--- src/rtl/proc_test_harness_if.sv ---
// Bus between the processor test harness and its environment: program image ROM,
// expected-value ROM, processor memory write port, processor control/observation
// and run status.
interface proc_test_harness_if #(
    parameter int unsigned DATA_W = 8,
    parameter int unsigned ADDR_W = 8
);
    logic              start;
    logic [ADDR_W-1:0] img_addr;
    logic [DATA_W-1:0] img_data;
    logic [7:0]        exp_addr;
    logic [DATA_W-1:0] exp_data;
    logic              mem_we;
    logic [ADDR_W-1:0] mem_addr;
    logic [DATA_W-1:0] mem_wdata;
    logic              cpu_rst;
    logic [DATA_W-1:0] cpu_out_port;
    logic              cpu_hlt;
    logic              busy;
    logic              done;
    logic              pass;
    logic [7:0]        match_cnt;
    logic [7:0]        mismatch_cnt;

    // Harness side
    modport master (
        input  start, img_data, exp_data, cpu_out_port, cpu_hlt,
        output img_addr, exp_addr, mem_we, mem_addr, mem_wdata, cpu_rst,
               busy, done, pass, match_cnt, mismatch_cnt
    );

    // Environment side
    modport slave (
        output start, img_data, exp_data, cpu_out_port, cpu_hlt,
        input  img_addr, exp_addr, mem_we, mem_addr, mem_wdata, cpu_rst,
               busy, done, pass, match_cnt, mismatch_cnt
    );
endinterface

--- src/rtl/proc_test_harness.sv ---
// Processor test harness: copies a program image into processor memory while the
// processor is held in reset, releases it, then compares each change on the
// processor output port against a table of expected values.
// Optional RUN watchdog enabled by defining PROC_TEST_HARNESS_TIMEOUT_EN.
module proc_test_harness #(
    parameter int unsigned DATA_W     = 8,
    parameter int unsigned ADDR_W     = 8,
    parameter int unsigned N_EXP      = 16,
    parameter int unsigned RST_CYCLES = 3,
    parameter int unsigned TIMEOUT    = 1024
) (
    input  logic                i_clk,
    input  logic                i_rst,
    proc_test_harness_if.master io_bus
);

    // LOAD counts 0..2^ADDR_W: one extra cycle drains the 1-cycle ROM latency
    localparam int unsigned LoadLast = 1 << ADDR_W;
    localparam int unsigned CntMaxA  = (LoadLast > RST_CYCLES) ? LoadLast : RST_CYCLES;
    localparam int unsigned CntMax   = (CntMaxA > TIMEOUT) ? CntMaxA : TIMEOUT;
    localparam int unsigned CntW     = $clog2(CntMax + 1);

    localparam logic [CntW-1:0] LoadLastC = CntW'(LoadLast);
    localparam logic [CntW-1:0] HoldLastC = CntW'(RST_CYCLES - 1);
    localparam logic [8:0]      NExpC     = 9'(N_EXP);

    typedef enum logic [2:0] {StIdle, StLoad, StHold, StRun, StDone} state_e;

    state_e            r_state, w_state_nxt;
    logic [CntW-1:0]   r_cnt, w_cnt_nxt;
    logic              r_cpu_rst, w_cpu_rst_nxt;
    logic [DATA_W-1:0] r_out, w_out_nxt;
    logic              r_first, w_first_nxt;
    logic [8:0]        r_idx, w_idx_nxt;
    logic [7:0]        r_match, w_match_nxt;
    logic [7:0]        r_mis, w_mis_nxt;
    logic              r_done, w_done_nxt;
    logic              r_pass, w_pass_nxt;
    logic              w_event;
    logic              w_end;
    logic              w_mem_we;

    // State and datapath registers; reset forces the idle, processor-held state
    always_ff @(posedge i_clk or negedge i_rst) begin
        if (!i_rst) begin
            r_state   <= StIdle;
            r_cnt     <= '0;
            r_cpu_rst <= 1'b0;
            r_out     <= '0;
            r_first   <= 1'b0;
            r_idx     <= '0;
            r_match   <= '0;
            r_mis     <= '0;
            r_done    <= 1'b0;
            r_pass    <= 1'b0;
        end else begin
            r_state   <= w_state_nxt;
            r_cnt     <= w_cnt_nxt;
            r_cpu_rst <= w_cpu_rst_nxt;
            r_out     <= w_out_nxt;
            r_first   <= w_first_nxt;
            r_idx     <= w_idx_nxt;
            r_match   <= w_match_nxt;
            r_mis     <= w_mis_nxt;
            r_done    <= w_done_nxt;
            r_pass    <= w_pass_nxt;
        end
    end

    // Next-state, event detection and scoring
    always_comb begin
        w_state_nxt   = r_state;
        w_cnt_nxt     = r_cnt;
        w_cpu_rst_nxt = r_cpu_rst;
        w_out_nxt     = r_out;
        w_first_nxt   = r_first;
        w_idx_nxt     = r_idx;
        w_match_nxt   = r_match;
        w_mis_nxt     = r_mis;
        w_done_nxt    = r_done;
        w_pass_nxt    = r_pass;
        w_event       = 1'b0;
        w_end         = 1'b0;
        unique case (r_state)
            StIdle, StDone: begin
                if (io_bus.start) begin
                    w_state_nxt   = StLoad;
                    w_cnt_nxt     = '0;
                    w_cpu_rst_nxt = 1'b0;
                    w_idx_nxt     = '0;
                    w_match_nxt   = '0;
                    w_mis_nxt     = '0;
                    w_done_nxt    = 1'b0;
                    w_pass_nxt    = 1'b0;
                end
            end
            StLoad: begin
                if (r_cnt == LoadLastC) begin
                    w_state_nxt = StHold;
                    w_cnt_nxt   = '0;
                end else begin
                    w_cnt_nxt = r_cnt + 1'b1;
                end
            end
            StHold: begin
                if (r_cnt == HoldLastC) begin
                    w_state_nxt   = StRun;
                    w_cnt_nxt     = '0;
                    w_cpu_rst_nxt = 1'b1;
                    w_first_nxt   = 1'b1;
                end else begin
                    w_cnt_nxt = r_cnt + 1'b1;
                end
            end
            StRun: begin
                w_out_nxt   = io_bus.cpu_out_port;
                w_first_nxt = 1'b0;
                // First RUN cycle only establishes the baseline value
                w_event     = !r_first && (io_bus.cpu_out_port != r_out);
                if (w_event) begin
                    if (io_bus.cpu_out_port == io_bus.exp_data) begin
                        if (r_match != 8'hFF) w_match_nxt = r_match + 8'd1;
                    end else begin
                        if (r_mis != 8'hFF) w_mis_nxt = r_mis + 8'd1;
                    end
                    w_idx_nxt = r_idx + 9'd1;
                end
                w_end = (w_idx_nxt == NExpC) || io_bus.cpu_hlt;
`ifdef PROC_TEST_HARNESS_TIMEOUT_EN
                w_cnt_nxt = r_cnt + 1'b1;
                if (r_cnt == CntW'(TIMEOUT - 1)) w_end = 1'b1;
`endif
                if (w_end) begin
                    w_state_nxt = StDone;
                    w_done_nxt  = 1'b1;
                    w_pass_nxt  = (w_mis_nxt == 8'd0) && (w_idx_nxt == NExpC);
                end
            end
            default: w_state_nxt = StIdle;
        endcase
    end

    assign w_mem_we = (r_state == StLoad) && (r_cnt != '0);

    assign io_bus.img_addr     = (r_state == StLoad) ? r_cnt[ADDR_W-1:0] : '0;
    assign io_bus.mem_we       = w_mem_we;
    // Write address trails the ROM address by the ROM read latency
    assign io_bus.mem_addr     = w_mem_we ? ADDR_W'(r_cnt - 1'b1) : '0;
    assign io_bus.mem_wdata    = w_mem_we ? io_bus.img_data : '0;
    assign io_bus.exp_addr     = (r_state == StRun) ? r_idx[7:0] : 8'd0;
    assign io_bus.cpu_rst      = r_cpu_rst;
    assign io_bus.busy         = (r_state == StLoad) || (r_state == StHold) ||
                                 (r_state == StRun);
    assign io_bus.done         = r_done;
    assign io_bus.pass         = r_pass;
    assign io_bus.match_cnt    = r_match;
    assign io_bus.mismatch_cnt = r_mis;

endmodule

--- src/flat_wrapper.sv ---
// flat-port wrapper written by rule: the top's interface ports become plain ports
module proc_test_harness_flat 
#(
    parameter int unsigned DATA_W     = 8,
    parameter int unsigned ADDR_W     = 8,
    parameter int unsigned N_EXP      = 16,
    parameter int unsigned RST_CYCLES = 3,
    parameter int unsigned TIMEOUT    = 1024
)
  (i_clk, i_rst, io_bus_start, io_bus_img_data, io_bus_exp_data, io_bus_cpu_out_port, io_bus_cpu_hlt, io_bus_img_addr, io_bus_exp_addr, io_bus_mem_we, io_bus_mem_addr, io_bus_mem_wdata, io_bus_cpu_rst, io_bus_busy, io_bus_done, io_bus_pass, io_bus_match_cnt, io_bus_mismatch_cnt);
  proc_test_harness_if #(.DATA_W(DATA_W), .ADDR_W(ADDR_W)) io_bus_i ();
  input  logic i_clk;
  input  logic i_rst;
  input wire logic [$bits(io_bus_i.start)-1:0] io_bus_start;
  input wire logic [$bits(io_bus_i.img_data)-1:0] io_bus_img_data;
  input wire logic [$bits(io_bus_i.exp_data)-1:0] io_bus_exp_data;
  input wire logic [$bits(io_bus_i.cpu_out_port)-1:0] io_bus_cpu_out_port;
  input wire logic [$bits(io_bus_i.cpu_hlt)-1:0] io_bus_cpu_hlt;
  output wire logic [$bits(io_bus_i.img_addr)-1:0] io_bus_img_addr;
  output wire logic [$bits(io_bus_i.exp_addr)-1:0] io_bus_exp_addr;
  output wire logic [$bits(io_bus_i.mem_we)-1:0] io_bus_mem_we;
  output wire logic [$bits(io_bus_i.mem_addr)-1:0] io_bus_mem_addr;
  output wire logic [$bits(io_bus_i.mem_wdata)-1:0] io_bus_mem_wdata;
  output wire logic [$bits(io_bus_i.cpu_rst)-1:0] io_bus_cpu_rst;
  output wire logic [$bits(io_bus_i.busy)-1:0] io_bus_busy;
  output wire logic [$bits(io_bus_i.done)-1:0] io_bus_done;
  output wire logic [$bits(io_bus_i.pass)-1:0] io_bus_pass;
  output wire logic [$bits(io_bus_i.match_cnt)-1:0] io_bus_match_cnt;
  output wire logic [$bits(io_bus_i.mismatch_cnt)-1:0] io_bus_mismatch_cnt;
  assign io_bus_i.start = io_bus_start;
  assign io_bus_i.img_data = io_bus_img_data;
  assign io_bus_i.exp_data = io_bus_exp_data;
  assign io_bus_i.cpu_out_port = io_bus_cpu_out_port;
  assign io_bus_i.cpu_hlt = io_bus_cpu_hlt;
  assign io_bus_img_addr = io_bus_i.img_addr;
  assign io_bus_exp_addr = io_bus_i.exp_addr;
  assign io_bus_mem_we = io_bus_i.mem_we;
  assign io_bus_mem_addr = io_bus_i.mem_addr;
  assign io_bus_mem_wdata = io_bus_i.mem_wdata;
  assign io_bus_cpu_rst = io_bus_i.cpu_rst;
  assign io_bus_busy = io_bus_i.busy;
  assign io_bus_done = io_bus_i.done;
  assign io_bus_pass = io_bus_i.pass;
  assign io_bus_match_cnt = io_bus_i.match_cnt;
  assign io_bus_mismatch_cnt = io_bus_i.mismatch_cnt;
  proc_test_harness #(.DATA_W(DATA_W), .ADDR_W(ADDR_W), .N_EXP(N_EXP), .RST_CYCLES(RST_CYCLES), .TIMEOUT(TIMEOUT)) u_core (.i_clk(i_clk), .i_rst(i_rst), .io_bus(io_bus_i));
endmodule
--- config.mk ---
export PLATFORM = sky130hd
export DESIGN_NAME = proc_test_harness_flat
export DESIGN_NICKNAME = d
export VERILOG_FILES = /design/src/rtl/proc_test_harness_if.sv /design/src/rtl/proc_test_harness.sv /design/src/flat_wrapper.sv
export SDC_FILE = /design/constraint.sdc
export NUM_CORES = 1
export LEC_CHECK = 0
export ABC_CLOCK_PERIOD_IN_PS = 3100
export CAP_MARGIN = 10
export CORE_ASPECT_RATIO = 1.25
export CORE_UTILIZATION = 46
export DETAILED_ROUTE_END_ITERATION = 7
export PLACE_DENSITY_LB_ADDON = 0.12
export SYNTH_ARGS = -nofsm -noshare
export SYNTH_HDL_FRONTEND = slang
export SYNTH_SLANG_ARGS = --single-unit
--- constraint.sdc ---
create_clock -name i_clk -period 3.1 [get_ports i_clk]
set_input_delay 0.775 -clock i_clk [delete_from_list [all_inputs] [get_ports i_clk]]
set_output_delay 0.775 -clock i_clk [all_outputs]
set_load 0.01 [all_outputs]
======== Word-level counts from Yosys, hierarchy flattened ========
Index checks and enable logic that the tools add are counted.
cells by class
  $add $sub $neg .......................... 5
  equal/unequal tests ..................... 18
  muxes and demuxes ....................... 35
  reduce and logical (&&, ||, !) cells .... 22
operator list
  cell                                                  count
  2-to-1 mux 8 bit                                      12
  2-to-1 mux 11 bit                                     3
  case mux 11 bit (3 select lines)                      1
  case mux 8 bit (2 select lines)                       2
  2-to-1 mux 9 bit                                      3
  case mux 9 bit (2 select lines)                       1
  adder 8 x 1 -> 8 bit, second input constant           2
  != test 8 bit, second input constant                  2
  2-to-1 mux 3 bit                                      4
  != test 2 x 1 -> 1 bit, second input constant         6
  case mux 3 bit (4 select lines)                       1
  adder 11 x 1 -> 11 bit, second input constant         1
  equality test 11 x 2 -> 1 bit, second input constant  1
  equality test 11 x 9 -> 1 bit, second input constant  1
  nonzero test 11 bit                                   1
  adder 9 x 1 -> 9 bit, second input constant           1
  equality test 9 x 5 -> 1 bit, second input constant   1
  equality test 8 bit                                   1
  zero test 8 bit                                       1
  != test 8 bit                                         1
  case mux 1 bit (2 select lines)                       4
  subtractor 8 x 1 -> 8 bit, second input constant      1
  equality test 3 x 2 -> 1 bit, second input constant   2
  AND reduction 2 bit                                   3
  other kinds (14)                                      24
storage, ports and cells
  register bits after elaboration ......... 51
  input port bits ......................... 28
  output and inout bits ................... 53
  logic and storage cells ................. 90

======== Longest topological paths before layout ========
Gate-level depths: netlist of run 1.
  depth after elaboration ................. 9
  depth in mapped cells ................... 10
  mapped depth without buffers ............ 9

======== Least setup slack after synthesis of run 1 ========
No wires, ideal clock.
  kind .................................... reg2out
  from .................................... register u_core.r_state[0]
  to ...................................... output port io_bus_mem_addr[3]
  data arrival time ....................... 1.744 ns
  data required time ...................... 2.325 ns
  slack ................................... 0.581 ns
  cell stages (with the launch flop) ...... 7
  cells stage by stage .................... dfrtp_1 > clkbuf_1 > nor2b_1 > clkbuf_1 > nor2b_1 > nand2_1 > a21oi_1
between the ends
  cells in the longest elaborated chain, start to end .. 3
ends and longest elaborated chain
  element                       line                      RTL
  from (decl)                   proc_test_harness.sv:29   state_e r_state, w_state_nxt;
  from (signal assigned)        proc_test_harness.sv:46   r_state <= StIdle;
  from (signal assigned)        proc_test_harness.sv:57   r_state <= w_state_nxt;
  equality test 3 x 1 -> 1 bit  proc_test_harness.sv:143  assign w_mem_we = (r_state == StLoad) && (r_cnt != '0);
  logical AND 1 bit             proc_test_harness.sv:143
  2-to-1 mux 8 bit              proc_test_harness.sv:148  assign io_bus.mem_addr = w_mem_we ? ADDR_W'(r_cnt - 1'b1) : '0;
  to (decl)                     flat_wrapper.sv:22        output wire logic [$bits(io_bus_i.mem_addr)-1:0] io_bus_mem_addr;
No other way between the ends.

======== Worst setup path in the final report of run 1 ========
  from .................................... register u_core.r_cnt[5]
  to ...................................... output port io_bus_mem_wdata[6]
between the ends
  cells in the longest elaborated chain, start to end .. 3
ends and longest elaborated chain
  element                 line                      RTL
  from (decl)             proc_test_harness.sv:30   logic [CntW-1:0] r_cnt, w_cnt_nxt;
  from (signal assigned)  proc_test_harness.sv:58   r_cnt <= w_cnt_nxt;
  nonzero test 11 bit     proc_test_harness.sv:143
  logical AND 1 bit       proc_test_harness.sv:143
  2-to-1 mux 8 bit        proc_test_harness.sv:149  assign io_bus.mem_wdata = w_mem_we ? io_bus.img_data : '0;
  to (decl)               flat_wrapper.sv:23        output wire logic [$bits(io_bus_i.mem_wdata)-1:0] io_bus_mem_wdata;
No other way between the ends.

==> flow_metrics.env, run 1 <==
export IMPL_dp_cells=580
export IMPL_status="finished, final reports clean"
export IMPL_synthCells=402
export IMPL_fin_crit_ns=3.014
export IMPL_grt_pass1_wl_mm=14.30
export IMPL_mappedNetlistNets=436
export IMPL_area_growth_pct=36.47
export IMPL_final_area_um2=4523
export IMPL_swShare=0.3937
export IMPL_hpwl_mm=6.207
export IMPL_fmax_mhz=331.7
export IMPL_end_kind="primary output"
export IMPL_synth_top_area_cell="dfrtp_1"
export IMPL_via_per_inst=5.515
export IMPL_ioPinCount=81
export IMPL_die_y_um=96.91
export IMPL_drc=0
export IMPL_slew_headroom=0.5293
export IMPL_ys_types=54
export IMPL_cp_arrival_ns=2.24
export IMPL_startpoint="u_core.r_cnt[5]"
export IMPL_ff2ff_path_depth=8
export IMPL_clk_path_buf_depth=2
export IMPL_worst_slew_pin_slew_ns=0.7034
export IMPL_p_comb_frac=0.526
export IMPL_ant_nets=0
export IMPL_netlist_top_cells_area="dfrtp_1 (39%), nand2_1 (6.8%), and3_1 (6.4%), nor2_1 (4.9%), xor2_1 (4.5%)"
export IMPL_cts_tree="yes"
export IMPL_core_um2=6977
export IMPL_yosysMostFrequentCell="nand2_1"
export IMPL_final_cells=594
export IMPL_fin_total_pwr_uw=2911
export IMPL_root_buffer="clkbuf_8"
export IMPL_hold_class="register to register"
export IMPL_power_leakage_uw=0.002038
export IMPL_gp_congestion=0.8820
export IMPL_regToRegStartpoint="u_core.r_out[6]"
export IMPL_clk_latency_ns=0.30
export IMPL_period_share=0.9724
export IMPL_synth_avg_cell_area_um2=8.245
export IMPL_die_x_um=77.92
export IMPL_yosys_warnings=0
export IMPL_finalMaxSlewViolations=0
export IMPL_required_ns=2.32
export IMPL_powerDensity_nw_per_um2=643.5
export IMPL_grt_pass1_vias=3101
export IMPL_drtIter0Drc=136
export IMPL_drt_pass1_iter_count=4
export IMPL_crit_fanout=8
export IMPL_crit_end="io_bus_mem_wdata[6]"
export IMPL_cts_sinks=51
export IMPL_synth_edff_count=0
export IMPL_synth_seq_cells=51
export IMPL_post_place_ws_ns=-0.01987
export IMPL_p_seq_frac=0.312
export IMPL_setup_ws_ns=0.08564
export IMPL_wl_mm=8.603
export IMPL_drive_gt1_frac=0.1329
export IMPL_antenna_found_initial=0
export IMPL_port_buffers=80
export IMPL_grt_max_degree=52
export IMPL_p_sw_uw=1146
export IMPL_insertedDiodeCount=0
export IMPL_cts_htree_levels=2
export IMPL_hold_buffers=0
export IMPL_ys_seq_area_frac=0.3851
export IMPL_nets=537
export IMPL_placedInstanceArea_um2=4342
export IMPL_r2r_setup_slack_ns=0.80
export IMPL_finClkSkew_ns=0.002965
export IMPL_synth_ff_type="dfrtp_1"
export IMPL_power_frac_clock=0.162
export IMPL_ir_worst_vdd_v=0.0004735
export IMPL_hold_viol_final=0
export IMPL_post_drt_wl_per_cell_um=14.48
export IMPL_synth_top_area_frac=0.3851
export IMPL_max_cap_violations=0
export IMPL_path_class="register to primary output"
export IMPL_dieArea_um2=7551
export IMPL_grt_usage=0.2330
export IMPL_fill_cells=634
export IMPL_start_util=0.4751
export IMPL_synth_common_cells="nand2_1 (60), dfrtp_1 (51), nor2_1 (43)"
export IMPL_worstSetupStartpointType="register"
export IMPL_gr_total_overflow=0
export IMPL_ys_async_sr_fraction=1.000
export IMPL_core_rowCount=34
export IMPL_vias=3276
export IMPL_p_int_uw=1765
export IMPL_finalSetupViolCount=0
export IMPL_path_clk_slew_ns=0.10
export IMPL_rsz0062_at_grt="no"
export IMPL_cts_buffers=5
export IMPL_r2r_end="u_core.r_state[1]"
export IMPL_syn_area_um2=3314
stage by stage:
| step | hold slack (ns) | TNS (ns) | util |
|---|---|---|---|
| after floorplan | 0.4602 | 0 | - |
| after global placement | 0.4817 | 0 | 0.6223 |
| after detailed placement | 0.4874 | -0.01987 | 0.6223 |
| after CTS | 0.5066 | 0 | 0.6399 |
| after global routing | 0.5392 | 0 | 0.6483 |
| final | 0.5059 | 0 | 0.6483 |
power groups by stage:
stage	sequential, µW	clock [µW]	combinational [µW]
after detailed placement	922	0	1500
after global routing	930	513	1680
final	909	471	1530
after global placement	923	0	1480
after floorplan	890	0	860
after CTS	912	483	1510
layer usage:
layer	GRT usage	vias to the layer above	share of wire
li1	-	1604	-
met1	0.3003	1590	0.44
met2	0.4016	66	0.51
met3	0.02547	16	0.025
met4	0.08120	0	0.023
met5	0	-	0
logic make-up (layout without fill, tap and decap cells):
kind of cell,Yosys count,in the layout,synth area share
AO/OA/AOI/OAI,83,83,0.1544
buffers and inverters,28,130,0.03738
adder cells (fa/ha/maj),6,6,0.02265
AND/OR/NAND/NOR,200,200,0.3069
XOR/XNOR,31,31,0.08418
flip-flops,51,51,0.3850
multiplexers,3,3,0.009438
layout by cell type (no fill, tap or decap), types with 2 or more instances in the layout:
| master | instances |
|---|---|
| or3_1 | 2 |
| nand2b_1 | 3 |
| clkbuf_8 | 5 |
| xor2_1 | 17 |
| nor2_1 | 43 |
| o21ai_0 | 26 |
| nand2_1 | 59 |
| and2_1 | 8 |
| nand2_2 | 2 |
| ha_1 | 6 |
| dfrtp_2 | 6 |
| a21oi_1 | 11 |
| xnor2_1 | 13 |
| mux2i_1 | 2 |
| nor3_1 | 4 |
| clkdlybuf4s50_1 | 78 |
| a32o_1 | 2 |
| a31oi_1 | 5 |
| a22o_1 | 4 |
| o31ai_1 | 6 |
| nor4_2 | 2 |
| inv_1 | 7 |
| nor3b_1 | 4 |
| and4_1 | 2 |
| o21ai_1 | 16 |
| dfrtp_1 | 45 |
| buf_4 | 34 |
| nand4_1 | 7 |
| nand3_1 | 12 |
| nor2b_1 | 5 |
| o21a_1 | 3 |
| nand4b_1 | 2 |
| and3_1 | 34 |
| a21oi_2 | 2 |
sequential cells by signal, indices dropped and copies added, names as in the netlist, 3 cells and up:
name,flops
u_core.r_state,3
u_core.r_out,8
u_core.io_bus.match_cnt,8
u_core.r_idx,9
u_core.io_bus.mismatch_cnt,8
u_core.r_cnt,11
layout make-up:
type | count | area [µm²] | area share
clock buffer | 5 | 68.82 | 0.01521
sequential | 51 | 1284 | 0.2838
clock inverter | 3 | 43.79 | 0.009682
inverter | 8 | 32.53 | 0.007192
timing repair buffer | 114 | 1054 | 0.2329
multi-input combinational | 323 | 1928 | 0.4263
tap | 90 | 112.6 | 0.02490
worst max-delay path, stage by stage (launching register included):
cell and delay, ns:
dfrtp_2 0.45, or3_4 0.39, nor3_2 0.18, nand2_1 0.10, buf_4 0.16, and3_1 0.18
clkdlybuf4s50_1 0.48
repair_timing:
action,CTS,global route
gates resized for setup,4,8
setup buffers,0,6
pin swaps,0,0
setup endpoints to repair,17,17
worst min-delay path by stage:
stage | startpoint | end | cells past startpoint | slack (ns)
detailed placement | u_core.r_cnt[9] | u_core.r_cnt[9] | 1 | 0.49
finish | u_core.r_cnt[9] | u_core.r_cnt[9] | 1 | 0.51
global placement | u_core.r_out[3] | u_core.r_out[3] | 2 | 0.48
CTS | u_core.r_cnt[9] | u_core.r_cnt[9] | 1 | 0.51
floorplan | u_core.r_cnt[9] | u_core.r_cnt[9] | 1 | 0.46
global route | u_core.r_out[5] | u_core.r_out[5] | 2 | 0.54
(Power assumes the default switching activity.)
==> run 2, diff against run 1 <==
--- a/config.mk
+++ b/config.mk
@@ -10,6 +10,7 @@
 export CORE_ASPECT_RATIO = 1.25
 export CORE_UTILIZATION = 46
 export DETAILED_ROUTE_END_ITERATION = 7
+export DONT_BUFFER_PORTS = 1
 export PLACE_DENSITY_LB_ADDON = 0.12
 export SYNTH_ARGS = -nofsm -noshare
 export SYNTH_HDL_FRONTEND = slang
==> run 2 against run 1 <==
Effect of this change:
- sequential share of layout area is 7.8 points higher
- worst setup slack better by 0.11 ns
- fmax increased by 3.8%
- non-clock buffer count is 107 lower
- clock skew increased by 0.0066 ns
- hold slack got worse by 0.36 ns
- clock power rose by 18%
- total power decreased by 13%
- via count down 14%
==> flow_metrics.env, run 2 (synthesis results as in run 1) <==
export IMPL_status="finished, final reports clean"
export IMPL_final_cell_mix="nand2_1 (60), dfrtp_1 (51), nor2_1 (43), and3_1 (34), o21ai_0 (26)"
export IMPL_p_sw_uw=1054
export IMPL_swShare=0.4186
export IMPL_cp_arrival_ns=2.13
export IMPL_drc=0
export IMPL_gp_congestion=0.7828
export IMPL_via_per_inst=5.784
export IMPL_largest_register="u_core.r_cnt"
export IMPL_hpwl_mm=5.461
export IMPL_cts_htree_levels=2
export IMPL_core_um2=6977
export IMPL_hold_viol_final=0
export IMPL_p_seq_frac=0.370
export IMPL_fmax_mhz=344.3
export IMPL_root_buffer="clkbuf_8"
export IMPL_ioPinCount=81
export IMPL_post_place_ws_ns=0.3310
export IMPL_wl_mm=7.603
export IMPL_power_frac_clock=0.220
export IMPL_fill_cells=704
export IMPL_fin_crit_ns=2.905
export IMPL_drtIter0Drc=107
export IMPL_die_y_um=96.91
export IMPL_path_clk_slew_ns=0.10
export IMPL_cts_sinks=51
export IMPL_hold_class="input pin to asynchronous set/reset pin"
export IMPL_crit_fanout=9
export IMPL_insertedDiodeCount=0
export IMPL_post_cts_buffers=0
export IMPL_finalSetupViolCount=0
export IMPL_finalMaxSlewViolations=0
export IMPL_final_area_um2=3525
export IMPL_gr_total_overflow=0
export IMPL_reg_largest_list="u_core.r_cnt (11), u_core.r_idx (9)"
export IMPL_cts_tree="yes"
export IMPL_nets=430
export IMPL_worstPathCellList="or3_1 > nor3_1 > nand2_1 > nand2_1 > nor2_1"
export IMPL_finClkSkew_ns=0.009593
export IMPL_antenna_found_initial=0
export IMPL_grt_usage=0.2064
export IMPL_ant_nets=0
export IMPL_drive_gt1_frac=0.07305
export IMPL_worst_slew_pin_slew_ns=0.7185
export IMPL_clk_latency_ns=0.31
export IMPL_grt_max_degree=52
export IMPL_post_drt_wl_per_cell_um=15.61
export IMPL_path_class="register to primary output"
export IMPL_final_cells=487
export IMPL_grt_pass1_vias=2714
export IMPL_period_share=0.9369
export IMPL_cp_slowest_cell="dfrtp_1"
export IMPL_p_int_uw=1464
export IMPL_tns_ns=0
export IMPL_dp_cells=479
export IMPL_start_util=0.4751
export IMPL_dieArea_um2=7551
export IMPL_crit_path_frequent_cell="nand2_1"
export IMPL_core_rowCount=34
export IMPL_clk_path_buf_depth=2
export IMPL_crit_buf_inv=0
export IMPL_placedInstanceArea_um2=3388
export IMPL_vias=2817
export IMPL_required_ns=2.32
export IMPL_worstSetupStartpointType="register"
export IMPL_die_x_um=77.92
export IMPL_setup_ws_ns=0.1955
export IMPL_slew_headroom=0.5192
export IMPL_max_cap_violations=0
export IMPL_cts_buffers=5
export IMPL_power_leakage_uw=0.001615
export IMPL_grt_pass1_wl_mm=12.62
export IMPL_path_delay_family="simple AND/OR/NAND/NOR gates"
export IMPL_rsz0062_at_grt="no"
export IMPL_end_kind="primary output"
export IMPL_layout_commonest_cell="nand2_1"
export IMPL_drt_pass1_iter_count=4
export IMPL_port_buffers=0
export IMPL_max_stage_delay_ns=0.48
export IMPL_p_comb_frac=0.411
export IMPL_ir_worst_vdd_v=0.0003590
export IMPL_powerDensity_nw_per_um2=714.7
export IMPL_largest_register_ffs=11
export IMPL_area_growth_pct=6.342
## run 2: worst paths after layout
path                                               to       startpoint  slack [ns]  cells past startpoint
min reg2reg                           u_core.r_out[7]  u_core.r_out[7]        0.50                      2
max                                io_bus_mem_addr[6]  u_core.r_cnt[4]        0.20                      5
max in group asynchronous             u_core.r_idx[7]            i_rst        2.85                      0
max reg2reg                        u_core.io_bus.pass  u_core.r_out[0]        0.69                      8
min in group i_clk                    u_core.r_out[7]  u_core.r_out[7]        0.50                      2
min                        u_core.io_bus.match_cnt[6]            i_rst        0.15                      0
## run 2: timing repair
action | CTS | global route
hold buffers | 0 | 0
gates resized for setup | 0 | 1
setup endpoints to repair | 0 | 1
## run 2: cell type report
type	instances	area, µm²	share of cell area
Clock inverter	2	60.06	0.01704
Inverter	8	32.53	0.009230
Tap cell	90	112.6	0.03195
Timing Repair Buffer	7	52.55	0.01491
Multi-Input combinational cell	323	1918	0.5442
Sequential cell	51	1276	0.3621
Clock buffer	6	72.57	0.02059
## run 2: metrics by stage
stage	power, µW	util	hold slack (ns)
3_3_place_gp	1967	0.4857	0.4811
4_1_cts	2542	0.5047	0.1345
6_report	2519	0.5052	0.1460
2_1_floorplan	1750	-	0.4602
3_5_place_dp	1982	0.4857	0.4807
5_1_grt	2701	0.5052	0.1246
## run 2: layer usage
metal  global-route usage  wire length (µm)  up-vias
met5                    0                 0        -
met4              0.06695               110        0
met3              0.04717               352       10
met2               0.3615              3825       55
met1               0.2474              3314     1360
li1                     -                 -     1392
## run 2: power groups by stage
stage / Sequential [µW] / Combinational (µW) / Clock [µW]
4_1_cts: 929 / 1040 / 571
6_report: 931 / 1030 / 554
3_5_place_dp: 942 / 1040 / 0
3_3_place_gp: 943 / 1020 / 0
5_1_grt: 951 / 1160 / 593
2_1_floorplan: 890 / 860 / 0
==> run 3, diff against run 2 <==
--- a/config.mk
+++ b/config.mk
@@ -5,7 +5,7 @@
 export SDC_FILE = /design/constraint.sdc
 export NUM_CORES = 1
 export LEC_CHECK = 0
-export ABC_CLOCK_PERIOD_IN_PS = 3100
+export ABC_CLOCK_PERIOD_IN_PS = 3250
 export CAP_MARGIN = 10
 export CORE_ASPECT_RATIO = 1.25
 export CORE_UTILIZATION = 46
==> constraint.sdc (replaced) <==
create_clock -name i_clk -period 3.25 [get_ports i_clk]
set_input_delay 0.8125 -clock i_clk [delete_from_list [all_inputs] [get_ports i_clk]]
set_output_delay 0.8125 -clock i_clk [all_outputs]
set_load 0.01 [all_outputs]
==> run 3 against run 2 <==
Effect of this change:
- worst setup slack better by 0.12 ns
- combinational power is 5% lower
- highest routed layer unchanged
- clock-buffer cell count is 1 lower
- flip-flop and latch count did not move
- global-route usage rose by 0.52 points
- die area did not move
- clock power is 29% lower
- hold slack gained 0.029 ns
- register-to-register slack improved by 0.13 ns
- via count is 0.25% lower
- non-clock buffer count shrank 1
- sequential power shrank 4.0%
- critical endpoint is now io_bus_mem_addr[3]
==> flow_metrics.env, run 3 (synthesis results as in run 1) <==
export IMPL_root_buffer="clkbuf_8"
export IMPL_vias=2810
export IMPL_insertedDiodeCount=0
export IMPL_drtIter0Drc=169
export IMPL_fin_crit_ns=2.938
export IMPL_hold_buffers=0
export IMPL_drc=0
export IMPL_finClkSkew_ns=0.008360
export IMPL_gr_total_overflow=0
export IMPL_core_rowCount=34
export IMPL_die_y_um=96.91
export IMPL_gp_congestion=0.7817
export IMPL_r2r_setup_slack_ns=0.82
export IMPL_via_per_inst=5.782
export IMPL_crit_path_frequent_cell="nand2_1"
export IMPL_port_buffers=0
export IMPL_required_ns=2.44
export IMPL_largest_register="u_core.r_cnt"
export IMPL_rsz0062_at_grt="no"
export IMPL_post_cts_buffers=0
export IMPL_end_kind="primary output"
export IMPL_final_cells=486
export IMPL_hpwl_mm=5.443
export IMPL_worstSetupStartpointType="register"
export IMPL_path_class="register to primary output"
export IMPL_nets=429
export IMPL_postLayoutCoreUtil=0.4977
export IMPL_max_stage_delay_ns=0.48
export IMPL_ioPinCount=81
export IMPL_path_clk_slew_ns=0.10
export IMPL_period_share=0.9040
export IMPL_finalSetupViolCount=0
export IMPL_fin_total_pwr_uw=2261
export IMPL_ir_worst_vdd_v=0.0003912
export IMPL_clk_path_buf_depth=2
export IMPL_holdWs_ns=0.1746
export IMPL_cts_buffers=5
export IMPL_dieArea_um2=7551
export IMPL_antenna_found_initial=0
export IMPL_r2r_end="u_core.io_bus.pass"
export IMPL_post_drt_wl_per_cell_um=15.69
export IMPL_cp_arrival_ns=2.13
export IMPL_clk_latency_ns=0.31
export IMPL_ctsResizeCount=0
export IMPL_finalMaxSlewViolations=0
export IMPL_multi_input_area_um2=1914
export IMPL_grt_usage=0.2116
export IMPL_grt_max_degree=52
export IMPL_hold_class="input pin to asynchronous set/reset pin"
export IMPL_max_cap_violations=0
export IMPL_cts_sinks=51
export IMPL_grt_pass1_vias=2670
export IMPL_final_cell_mix="nand2_1 (60), dfrtp_1 (51), nor2_1 (43), and3_1 (34), o21ai_0 (26)"
export IMPL_regToRegStartpoint="u_core.r_out[0]"
export IMPL_cts_htree_levels=2
export IMPL_register_area_um2=1276
export IMPL_slew_headroom=0.5071
export IMPL_drive_gt1_frac=0.07071
export IMPL_ff2ff_path_depth=8
export IMPL_drt_pass1_iter_count=6
export IMPL_grt_pass1_wl_mm=12.79
export IMPL_start_util=0.4751
export IMPL_ant_nets=0
export IMPL_powerDensity_nw_per_um2=651.1
export IMPL_crit_fanout=9
export IMPL_fill_cells=682
export IMPL_hold_viol_final=0
export IMPL_dp_cells=478
export IMPL_reg_largest_list="u_core.r_cnt (11), u_core.r_idx (9)"
export IMPL_wl_mm=7.623
export IMPL_status="finished, final reports clean"
export IMPL_largest_register_ffs=11
export IMPL_cts_tree="yes"
export IMPL_core_um2=6977
export IMPL_cp_slowest_cell="dfrtp_1"
export IMPL_die_x_um=77.92
export IMPL_layout_commonest_cell="nand2_1"
export IMPL_tns_ns=0
export IMPL_power_leakage_uw=0.001593
export IMPL_worst_slew_pin_slew_ns=0.7366
export IMPL_worstPathCellList="inv_1 > ha_1 > and2_0 > nand2_1 > nand2_1 > a21oi_1"
export IMPL_fmax_mhz=340.4
export IMPL_area_growth_pct=4.757
[run 3: cell types whose count changed in the layout (fill, tap and decap cells not counted)]
| cell | change |
|---|---|
| bufinv_16 | -2 |
| inv_6 | +2 |
| a21oi_1 | +1 |
| a21oi_2 | -1 |
| buf_4 | -1 |
| clkbuf_1 | -1 |
| clkinv_2 | +1 |
[run 3: worst max-delay path by stage]
stage / to / slack (ns) / cells after the start / start
floorplan: io_bus_mem_addr[3] / 0.69 / 6 / u_core.r_state[0]
detailed placement: u_core.io_bus.pass / 0.40 / 8 / io_bus_cpu_out_port[0]
finish: io_bus_mem_addr[3] / 0.31 / 6 / u_core.r_cnt[0]
global placement: u_core.io_bus.pass / 0.50 / 8 / io_bus_cpu_out_port[5]
global route: io_bus_mem_addr[3] / 0.07 / 6 / u_core.r_cnt[0]
CTS: io_bus_mem_addr[3] / 0.28 / 6 / u_core.r_cnt[0]
[run 3: metal layers]
layer  vias up  GRT usage  routed length (µm)  part of all wire
met5         -          0                   0                 0
met4         0    0.05413                 106             0.014
met3         9    0.05000                 387             0.051
met2        63     0.3635                3798              0.50
met1      1346     0.2651                3330              0.44
li1       1392          -                   -                 -
[run 3: critical path: cells and delay by family (launching register included)]
kind / cells / cell delay, ns
AO/OA/AOI/OAI: 1 / 0.31
flip-flops: 1 / 0.48
adder cells (fa/ha/maj): 1 / 0.24
buffers and inverters: 1 / 0.12
AND/OR/NAND/NOR: 3 / 0.67
[run 3: cell type report]
cell class	count	share of cell area
flip-flops and latches	51	0.3676
multi-input cells	323	0.5514
well taps	90	0.03243
clock buffers	5	0.01982
inverters	8	0.009369
repair buffers	6	0.01297
clock inverters	3	0.006486
[run 3: metrics by stage]
stage	cell area, µm²	worst slack, ns
2_1_floorplan	3314	0.6932
3_3_place_gp	3381	0.5002
3_5_place_dp	3381	0.4010
4_1_cts	3472	0.2759
5_1_grt	3472	0.06623
6_report	3472	0.3120
[run 3: report_power, final]
group | internal, µW | switching (µW)
Clock | 156 | 235
Sequential | 744 | 150
Combinational | 341 | 634
